<file path="src/rtl/pythag_leg_solver.sv">
// Recovers the missing leg b = sqrt(c^2 - a^2) with shift-add squaring and a restoring bitwise sqrt.
// Optional rounding to nearest under `define PYTHAG_ROUND_EN; the default build returns floor(sqrt).
module pythag_leg_solver #(
    parameter int WIDTH = 8
) (
    input  logic             clk,
    input  logic             rst,
    input  logic             in_valid,
    output logic             in_ready,
    input  logic [WIDTH-1:0] hyp,
    input  logic [WIDTH-1:0] leg,
    output logic             out_valid,
    input  logic             out_ready,
    output logic [WIDTH-1:0] other_leg,
    output logic             err,
    output logic             busy
);
    localparam int CW = (WIDTH > 1) ? $clog2(WIDTH) : 1;

    typedef enum logic [2:0] {IDLE, SQ_HYP, SQ_LEG, SQRT, DONE} state_t;

    state_t              state_q;
    logic [CW-1:0]       cnt_q;
    logic [WIDTH-1:0]    leg_q;
    logic [WIDTH-1:0]    mplr_q;
    logic [2*WIDTH-1:0]  mcand_q;
    logic [2*WIDTH-1:0]  acc_q;
    logic [WIDTH-1:0]    root_q;
    logic [WIDTH+1:0]    rem_q;
    logic [WIDTH-1:0]    other_leg_q;
    logic                out_valid_q;
    logic                err_q;

    logic                last_c;
    logic [2*WIDTH-1:0]  pp_c;
    logic [WIDTH+2:0]    rem_sh_c;
    logic [WIDTH+2:0]    trial_c;
    logic [WIDTH+2:0]    diff_c;
    logic                ge_c;
    logic [WIDTH+1:0]    rem_d;
    logic [WIDTH-1:0]    root_d;
    logic [WIDTH-1:0]    result_d;

    assign last_c = (cnt_q == CW'(WIDTH - 1));
    assign pp_c   = mplr_q[0] ? mcand_q : '0;

    // One sqrt step: bring down the next two bits of D and try subtracting 4r+1.
    // diff_c cannot leave the signed range of WIDTH+3 bits, so its MSB is the borrow.
    assign rem_sh_c = {rem_q[WIDTH:0], acc_q[2*WIDTH-1 -: 2]};
    assign trial_c  = {1'b0, root_q, 2'b01};
    assign diff_c   = rem_sh_c - trial_c;
    assign ge_c     = ~diff_c[WIDTH+2];
    assign rem_d    = ge_c ? diff_c[WIDTH+1:0] : rem_sh_c[WIDTH+1:0];
    assign root_d   = {root_q[WIDTH-2:0], ge_c};

`ifdef PYTHAG_ROUND_EN
    assign result_d = (rem_d > {2'b00, root_d}) ? root_d + WIDTH'(1) : root_d;
`else
    assign result_d = root_d;
`endif

    always_ff @(posedge clk) begin
        if (rst) begin
            state_q     <= IDLE;
            cnt_q       <= '0;
            leg_q       <= '0;
            mplr_q      <= '0;
            mcand_q     <= '0;
            acc_q       <= '0;
            root_q      <= '0;
            rem_q       <= '0;
            other_leg_q <= '0;
            out_valid_q <= 1'b0;
            err_q       <= 1'b0;
        end else begin
            case (state_q)
                IDLE: begin
                    if (in_valid) begin
                        leg_q   <= leg;
                        mcand_q <= {{WIDTH{1'b0}}, hyp};
                        mplr_q  <= hyp;
                        acc_q   <= '0;
                        cnt_q   <= '0;
                        if (leg > hyp) begin
                            // out_valid rises on the following edge, from DONE itself
                            state_q     <= DONE;
                            err_q       <= 1'b1;
                            other_leg_q <= '0;
                        end else begin
                            state_q <= SQ_HYP;
                        end
                    end
                end
                SQ_HYP: begin
                    acc_q <= acc_q + pp_c;
                    if (last_c) begin
                        mcand_q <= {{WIDTH{1'b0}}, leg_q};
                        mplr_q  <= leg_q;
                        cnt_q   <= '0;
                        state_q <= SQ_LEG;
                    end else begin
                        mcand_q <= mcand_q << 1;
                        mplr_q  <= mplr_q >> 1;
                        cnt_q   <= cnt_q + CW'(1);
                    end
                end
                SQ_LEG: begin
                    // Subtracting a's partial products from c^2 never underflows since a <= c.
                    acc_q   <= acc_q - pp_c;
                    mcand_q <= mcand_q << 1;
                    mplr_q  <= mplr_q >> 1;
                    if (last_c) begin
                        root_q  <= '0;
                        rem_q   <= '0;
                        cnt_q   <= '0;
                        state_q <= SQRT;
                    end else begin
                        cnt_q <= cnt_q + CW'(1);
                    end
                end
                SQRT: begin
                    acc_q  <= acc_q << 2;
                    rem_q  <= rem_d;
                    root_q <= root_d;
                    if (last_c) begin
                        other_leg_q <= result_d;
                        err_q       <= 1'b0;
                        out_valid_q <= 1'b1;
                        cnt_q       <= '0;
                        state_q     <= DONE;
                    end else begin
                        cnt_q <= cnt_q + CW'(1);
                    end
                end
                DONE: begin
                    if (!out_valid_q) begin
                        out_valid_q <= 1'b1;
                    end else if (out_ready) begin
                        out_valid_q <= 1'b0;
                        state_q     <= IDLE;
                    end
                end
                default: state_q <= IDLE;
            endcase
        end
    end

    assign in_ready  = (state_q == IDLE);
    assign busy      = (state_q != IDLE);
    assign out_valid = out_valid_q;
    assign other_leg = other_leg_q;
    assign err       = err_q;

endmodule

</file>
<file path="config.mk">
export PLATFORM = sky130hd
export DESIGN_NAME = pythag_leg_solver
export DESIGN_NICKNAME = d
export VERILOG_FILES = /design/src/rtl/pythag_leg_solver.sv
export SDC_FILE = /design/constraint.sdc
export NUM_CORES = 1
export LEC_CHECK = 0
export ABC_AREA = 0
export CORE_ASPECT_RATIO = 2
export CORE_MARGIN = 2
export CORE_UTILIZATION = 55
export DETAILED_ROUTE_END_ITERATION = 7
export PLACE_DENSITY = 0.75
export SLEW_MARGIN = 20
export SYNTH_ARGS = -nofsm -noshare
export SYNTH_HDL_FRONTEND = slang
export SYNTH_SLANG_ARGS = --single-unit
export TNS_END_PERCENT = 30
</file>
<file path="constraint.sdc">
create_clock -name clk -period 10.5 [get_ports clk]
set_input_delay 1.575 -clock clk [delete_from_list [all_inputs] [get_ports clk]]
set_output_delay 1.575 -clock clk [all_outputs]
set_load 0.01 [all_outputs]
</file>
==> results of run 1 <==
cell type report:
class | instances | area [µm²] | share of cell area, %
multi-input cells | 505 | 3280 | 56.8
flip-flops and latches | 81 | 1620 | 28.0
repair buffers | 35 | 335 | 5.80
clock buffers | 11 | 243 | 4.20
inverters | 35 | 131 | 2.27
well taps | 104 | 130 | 2.25
clock inverters | 5 | 38.8 | 0.671
per-layer routing:
| metal | up-vias | share of wire [%] |
|---|---|---|
| li1 | 2420 | - |
| met1 | 2329 | 36 |
| met2 | 115 | 58 |
| met3 | 32 | 2.8 |
| met4 | 0 | 3.1 |
| met5 | - | 0 |
worst max-delay path: stages (launching register included):
cell and delay, ns:
dfxtp_1 0.80, nand2_1 0.18, ha_1 0.27, a21boi_1 0.19, inv_1 0.11, a21oi_1 0.07
o22a_1 0.19, ha_1 0.39, nand4_1 0.14, a2111oi_0 0.85, or2_1 0.25, o211ai_1 0.16
and3_1 0.20, o32ai_1 0.24
through the flow:
step	instances	utilization (%)
2_1_floorplan	654	-
3_3_place_gp	760	59.4
3_5_place_dp	760	59.4
4_1_cts	776	62.4
5_1_grt	776	62.4
6_report	776	62.4
worst min-delay path by stage:
stage | from | endpoint | slack, ns | depth (start not counted)
3_3_place_gp | leg_q[6] | leg_q[6] | 0.44 | 2
3_5_place_dp | leg_q[5] | leg_q[5] | 0.45 | 2
6_report | leg_q[5] | leg_q[5] | 0.45 | 2
2_1_floorplan | rem_q[7] | rem_q[7] | 0.43 | 2
4_1_cts | leg_q[5] | leg_q[5] | 0.46 | 2
5_1_grt | rem_q[7] | rem_q[7] | 0.48 | 2
power by group through the flow:
stage | sequential (W) | combinational [W] | clock, W
global route | 0.000370 | 0.000464 | 0.000313
global placement | 0.000371 | 0.000397 | 0
detailed placement | 0.000372 | 0.000411 | 0
CTS | 0.000365 | 0.000414 | 0.000298
finish | 0.000366 | 0.000418 | 0.000294
floorplan | 0.000356 | 0.000327 | 0
synth_stat cells (all sizes together), types with 13 or more instances:
| cell type | count | area, µm² |
|---|---|---|
| ha | 35 | 438 |
| dfxtp | 81 | 1620 |
| nand2 | 57 | 214 |
| inv | 35 | 131 |
| xnor2 | 13 | 114 |
| clkbuf | 29 | 109 |
| nor2 | 77 | 289 |
| o21ai | 36 | 180 |
| nor3 | 31 | 155 |
| a21oi | 52 | 260 |
| a22oi | 29 | 218 |
registers in the layout (all words and copies together) (netlist names):
signal,flops
acc_q,16
mplr_q,8
rem_q,9
err,1
mcand_q,16
state_q,3
cnt_q,3
leg_q,8
other_leg,8
root_q,8
out_valid,1
cells by family (layout without fill, tap and decap cells):
logic type / after synthesis / in the layout / share of synthesized area, %
buf+inv: 68 / 86 / 5.04
flops: 81 / 81 / 31.4
compound gates: 203 / 203 / 27.3
mux: 11 / 11 / 2.16
fa+ha+maj: 36 / 36 / 8.87
xor+xnor: 20 / 20 / 3.39
simple gates: 235 / 235 / 21.8
==> impl_metrics.tcl, run 1 <==
set metrics [dict create \
    run_status "complete, no violations" \
    pwr-share-comb_pct 38.7 \
    cts_root_buf "clkbuf_16" \
    detail_route.drc_violations 0 \
    synth-warning-count 0 \
    setup_viol_count_final 0 \
    hold_violations 0 \
    synthesis.instances 654 \
    timing.final.ws_setup_ns 6.38 \
    sum_neg_setup_slack_ns 0 \
    grt_util_all_layers_pct 27.8 \
    drt_iter0_markers 317 \
    drive_gt1_share_pct 4.76 \
    cts_repair_resize_count 0 \
    die_width_um 72.5 \
    synth_flop_cell "dfxtp_1" \
    floorplan.die.height_um 141 \
    clk_pin_slew_worst_paths_ns 0.06 \
    synth-edff-count 0 \
    busiest_grt_layer "met2" \
    p_int_w 0.000680 \
    grt_use_met1_pct 27.1 \
    r2r_start "mplr_q[0]" \
    switching_power_w 0.000399 \
    critical_path.startpoint_type "flop" \
    vias_per_cell 6.31 \
    tritoncts "done" \
    tightestPinTransition_ns 0.992 \
    cts_num_sinks 81 \
    syn2layout_area_growth_pct 12.1 \
    overflow 0 \
    gpl.final_weighted_congestion 0.954 \
    finalCriticalPeriod_ns 4.12 \
    mostFrequentLayoutCells "81 x dfxtp_1, 77 x nor2_1, 57 x nand2_1" \
    worstSkewPairLatency_ns 0.34 \
    hold_buffers 0 \
    wl_per_cell_um 17.3 \
    h-tree-depth 3 \
    worstSetupEndpointType "flop" \
    wl_um 13500 \
    postSynth.asyncResetShare_pct 0 \
    layout_commonest_cell "dfxtp_1" \
    groute.layer.met2.usage_pct 55.3 \
    pre_cts_ws_ns 6.22 \
    worst_clock_skew_ns 0.00803 \
    pwr_density_cell_mw_per_mm2 187 \
    fillerInstances 828 \
    critPathArrivalTime_ns 4.37 \
    cts_buffer_depth 2 \
    post-dp-hpwl_um 10200 \
    use_met3_pct 4.07 \
    max_clock_freq_mhz 243 \
    antenna_cells_inserted 0 \
    boundaryPins 32 \
    start_util_pct 55.7 \
    largest_net_degree_at_the_start_of_global_routing 67 \
    portBuffers 31 \
    cts_setup_buffers 0 \
    synth_area_per_cell_um2 7.89 \
    maxSlewHeadroom_pct 32.2 \
    report.final.slew_viol_count 0 \
    total_standard_cell_area_after_synthesis_mm2 0.00516 \
    critical_path.startpoint "mplr_q[0]" \
    crit_type "flop to flop" \
    postRouteAntennaNets 0 \
    antenna_found_initial 0 \
    power_switching_share_pct 37.0 \
    ir_worst_vdd_v 0.000130 \
    floorplan.rows 50 \
    hold_ws_ns 0.453 \
    clock_power_share_pct 27.3 \
    reg2reg_depth 13 \
    placed_area_mm2 0.00550 \
    worstPathRequired_ns 10.75 \
    cp_max_fo 24 \
    finalInstanceArea_mm2 0.00578 \
    grt_first_pass_wirelength_um 22400 \
    setup.reg_to_reg.worst_slack_ns 6.38 \
    drt-pass1-iter-count 5 \
    syn_nets 710 \
    total_cts_buffers 9 \
    critPathCapture "acc_q[13]" \
    maxCapViolCount 0 \
    grt_setup_unrepaired "no" \
    vias 4896 \
    seq_area_frac_synth_pct 31.4 \
    ys_ff_latch 81 \
    design.core.area_mm2 0.00926 \
    ys_types 69 \
    seq_power_share_pct 34.0 \
    worst_hold_path_type "flop to flop" \
    via_count_of_the_first_global_routing_pass 4784 \
    period_share_pct 39.2 \
    die_area_mm2 0.0102 \
    leakagePower_nw 2.26 \
    critical_path.reg2reg.endpoint "acc_q[13]" \
    p_total_w 0.00108 \
    num-nets-final 723 \
]
(Power assumes the default switching activity.)
==> run 2: changes to the inputs <==
clock period = 4.3 ns   (was 10.5 ns; I/O delays follow)
==> run 2 against run 1 <==
Compared with the run above: register-to-register slack worse by 5.8 ns; worst setup slack got worse by 5.8 ns; non-clock buffer count increased by 5; wire length up 2.5%; maximum frequency increased by 10%; flip-flop and latch count is the same; sequential share of layout area is 0.15 points lower; total power rose by 150%; critical path type unchanged; critical endpoint is now acc_q[15]; largest power group unchanged; highest routed layer unchanged.
==> impl_metrics.tcl, run 2 (synthesized netlist as in run 1, its figures left out) <==
set metrics [dict create \
    finalCriticalPeriod_ns 3.74 \
    cp_max_fo 6 \
    h-tree-depth 3 \
    timing.final.ws_setup_ns 0.559 \
    fillerInstances 834 \
    seqCellArea_mm2 0.00162 \
    cts_setup_buffers 0 \
    antenna_found_initial 0 \
    wl_per_cell_um 17.7 \
    tritoncts "done" \
    postRouteAntennaNets 0 \
    tightestPinTransition_ns 1.08 \
    sum_neg_setup_slack_ns 0 \
    cts_buffer_depth 2 \
    report.final.slew_viol_count 0 \
    critical_path.startpoint_type "flop" \
    largest_net_degree_at_the_start_of_global_routing 43 \
    pre_cts_ws_ns 0.593 \
    setup_viol_count_final 0 \
    grt_setup_unrepaired "no" \
    maxSlewHeadroom_pct 27.1 \
    gpl.final_weighted_congestion 0.875 \
    cts_repair_resize_count 0 \
    hold_buffers 0 \
    grt_util_all_layers_pct 28.6 \
    start_util_pct 55.7 \
    vias_per_cell 6.40 \
    run_status "complete, no violations" \
    leakagePower_nw 2.28 \
    detail_route.drc_violations 0 \
    die_area_mm2 0.0102 \
    floorplan.die.height_um 141 \
    crit_type "flop to flop" \
    clk_pin_slew_worst_paths_ns 0.06 \
    combined_area_of_the_multi_input_logic_cells_mm2 0.00328 \
    ir_worst_vdd_v 0.000281 \
    cts_root_buf "clkbuf_16" \
    drt_iter0_markers 305 \
    mostFrequentLayoutCells "81 x dfxtp_1, 77 x nor2_1, 57 x nand2_1" \
    max_clock_freq_mhz 267 \
    layout_top_registers "acc_q: 16 flops, mcand_q: 16 flops, rem_q: 9 flops" \
    slowest_delay_ns 0.58 \
    hold_violations 0 \
    worstSetupEndpointType "flop" \
    via_count_of_the_first_global_routing_pass 5060 \
    worstPathRequired_ns 4.56 \
    die_width_um 72.5 \
    floorplan.rows 50 \
    maxCapViolCount 0 \
    overflow 0 \
    worstSkewPairLatency_ns 0.35 \
    grt_first_pass_wirelength_um 23200 \
    antenna_cells_inserted 0 \
    boundaryPins 32 \
    period_share_pct 87.0 \
    critPathSlowestCell "or4_4" \
    vias 4997 \
    design.core.area_mm2 0.00926 \
    drt-pass1-iter-count 5 \
    layout_commonest_cell "dfxtp_1" \
    drive_gt1_share_pct 5.47 \
    worst_hold_path_type "flop to flop" \
    total_cts_buffers 9 \
    critPathArrivalTime_ns 4.00 \
    worst_clock_skew_ns 0.00486 \
    cts_num_sinks 81 \
    path_cells "or4_4 -> a21boi_1 -> nand2_1 -> o21a_1 -> mux2i_1 -> a22oi_1 -> ha_1 -> and3_1 -> a2111oi_0 -> nor2_1 -> a21o_1 -> and3b_1 -> o32ai_2" \
    post-dp-hpwl_um 10600 \
    wl_um 13800 \
    pwr_density_cell_mw_per_mm2 456 \
    portBuffers 31 \
    syn2layout_area_growth_pct 12.7 \
    num-nets-final 728 \
]
run 2: per-stage QoR:
step | std cells | total power [W] | hold WS (ns) | utilization, % | cell area, µm²
after floorplan | 654 | 0.00167 | 0.432 | - | 5160
after global placement | 765 | 0.00191 | 0.444 | 59.8 | 5530
after detailed placement | 765 | 0.00193 | 0.450 | 59.8 | 5530
after CTS | 781 | 0.00265 | 0.458 | 62.8 | 5810
after global routing | 781 | 0.00283 | 0.473 | 62.8 | 5810
final | 781 | 0.00265 | 0.457 | 62.8 | 5810
run 2: where the power goes:
part	total, W	switching [W]	internal [W]
clock network	0.000724	0.000329	0.000395
logic	0.00105	0.000601	0.000446
registers	0.000880	0.0000689	0.000811
run 2: critical path: cells and delay by family (launching register included):
family	cells	cell delay (ns)
flip-flops	1	0.35
multiplexers	1	0.13
AND/OR/NAND/NOR	5	1.21
adder cells (fa/ha/maj)	1	0.36
AO/OA/AOI/OAI	6	1.60
run 2: routing by layer:
metal  routed length [µm]  global-route usage [%]
met1                 4840                    27.4
met2                 7910                    55.1
met3                  454                    5.08
met4                  587                    14.7
met5                    0                       0
run 2: final cells by class:
cell class	count	area share, %
inverters	35	2.26
clock inverters	7	0.926
clock buffers	9	3.87
repair buffers	40	6.41
flip-flops and latches	81	27.9
well taps	104	2.24
multi-input cells	505	56.4
run 2: worst paths after layout:
check,from,end,slack [ns],depth (start not counted)
worst min register to register,leg_q[5],leg_q[5],0.46,2
worst min-delay path,leg_q[5],leg_q[5],0.46,2
worst max-delay path,mcand_q[2],acc_q[15],0.56,13
worst max register to register,mcand_q[2],acc_q[15],0.56,13
==> run 3: changes to the inputs <==
CAP_MARGIN = 20   (was not set)
==> results of run 3 <==
No change in the layout: final DEF, timing and power equal those of run 2.
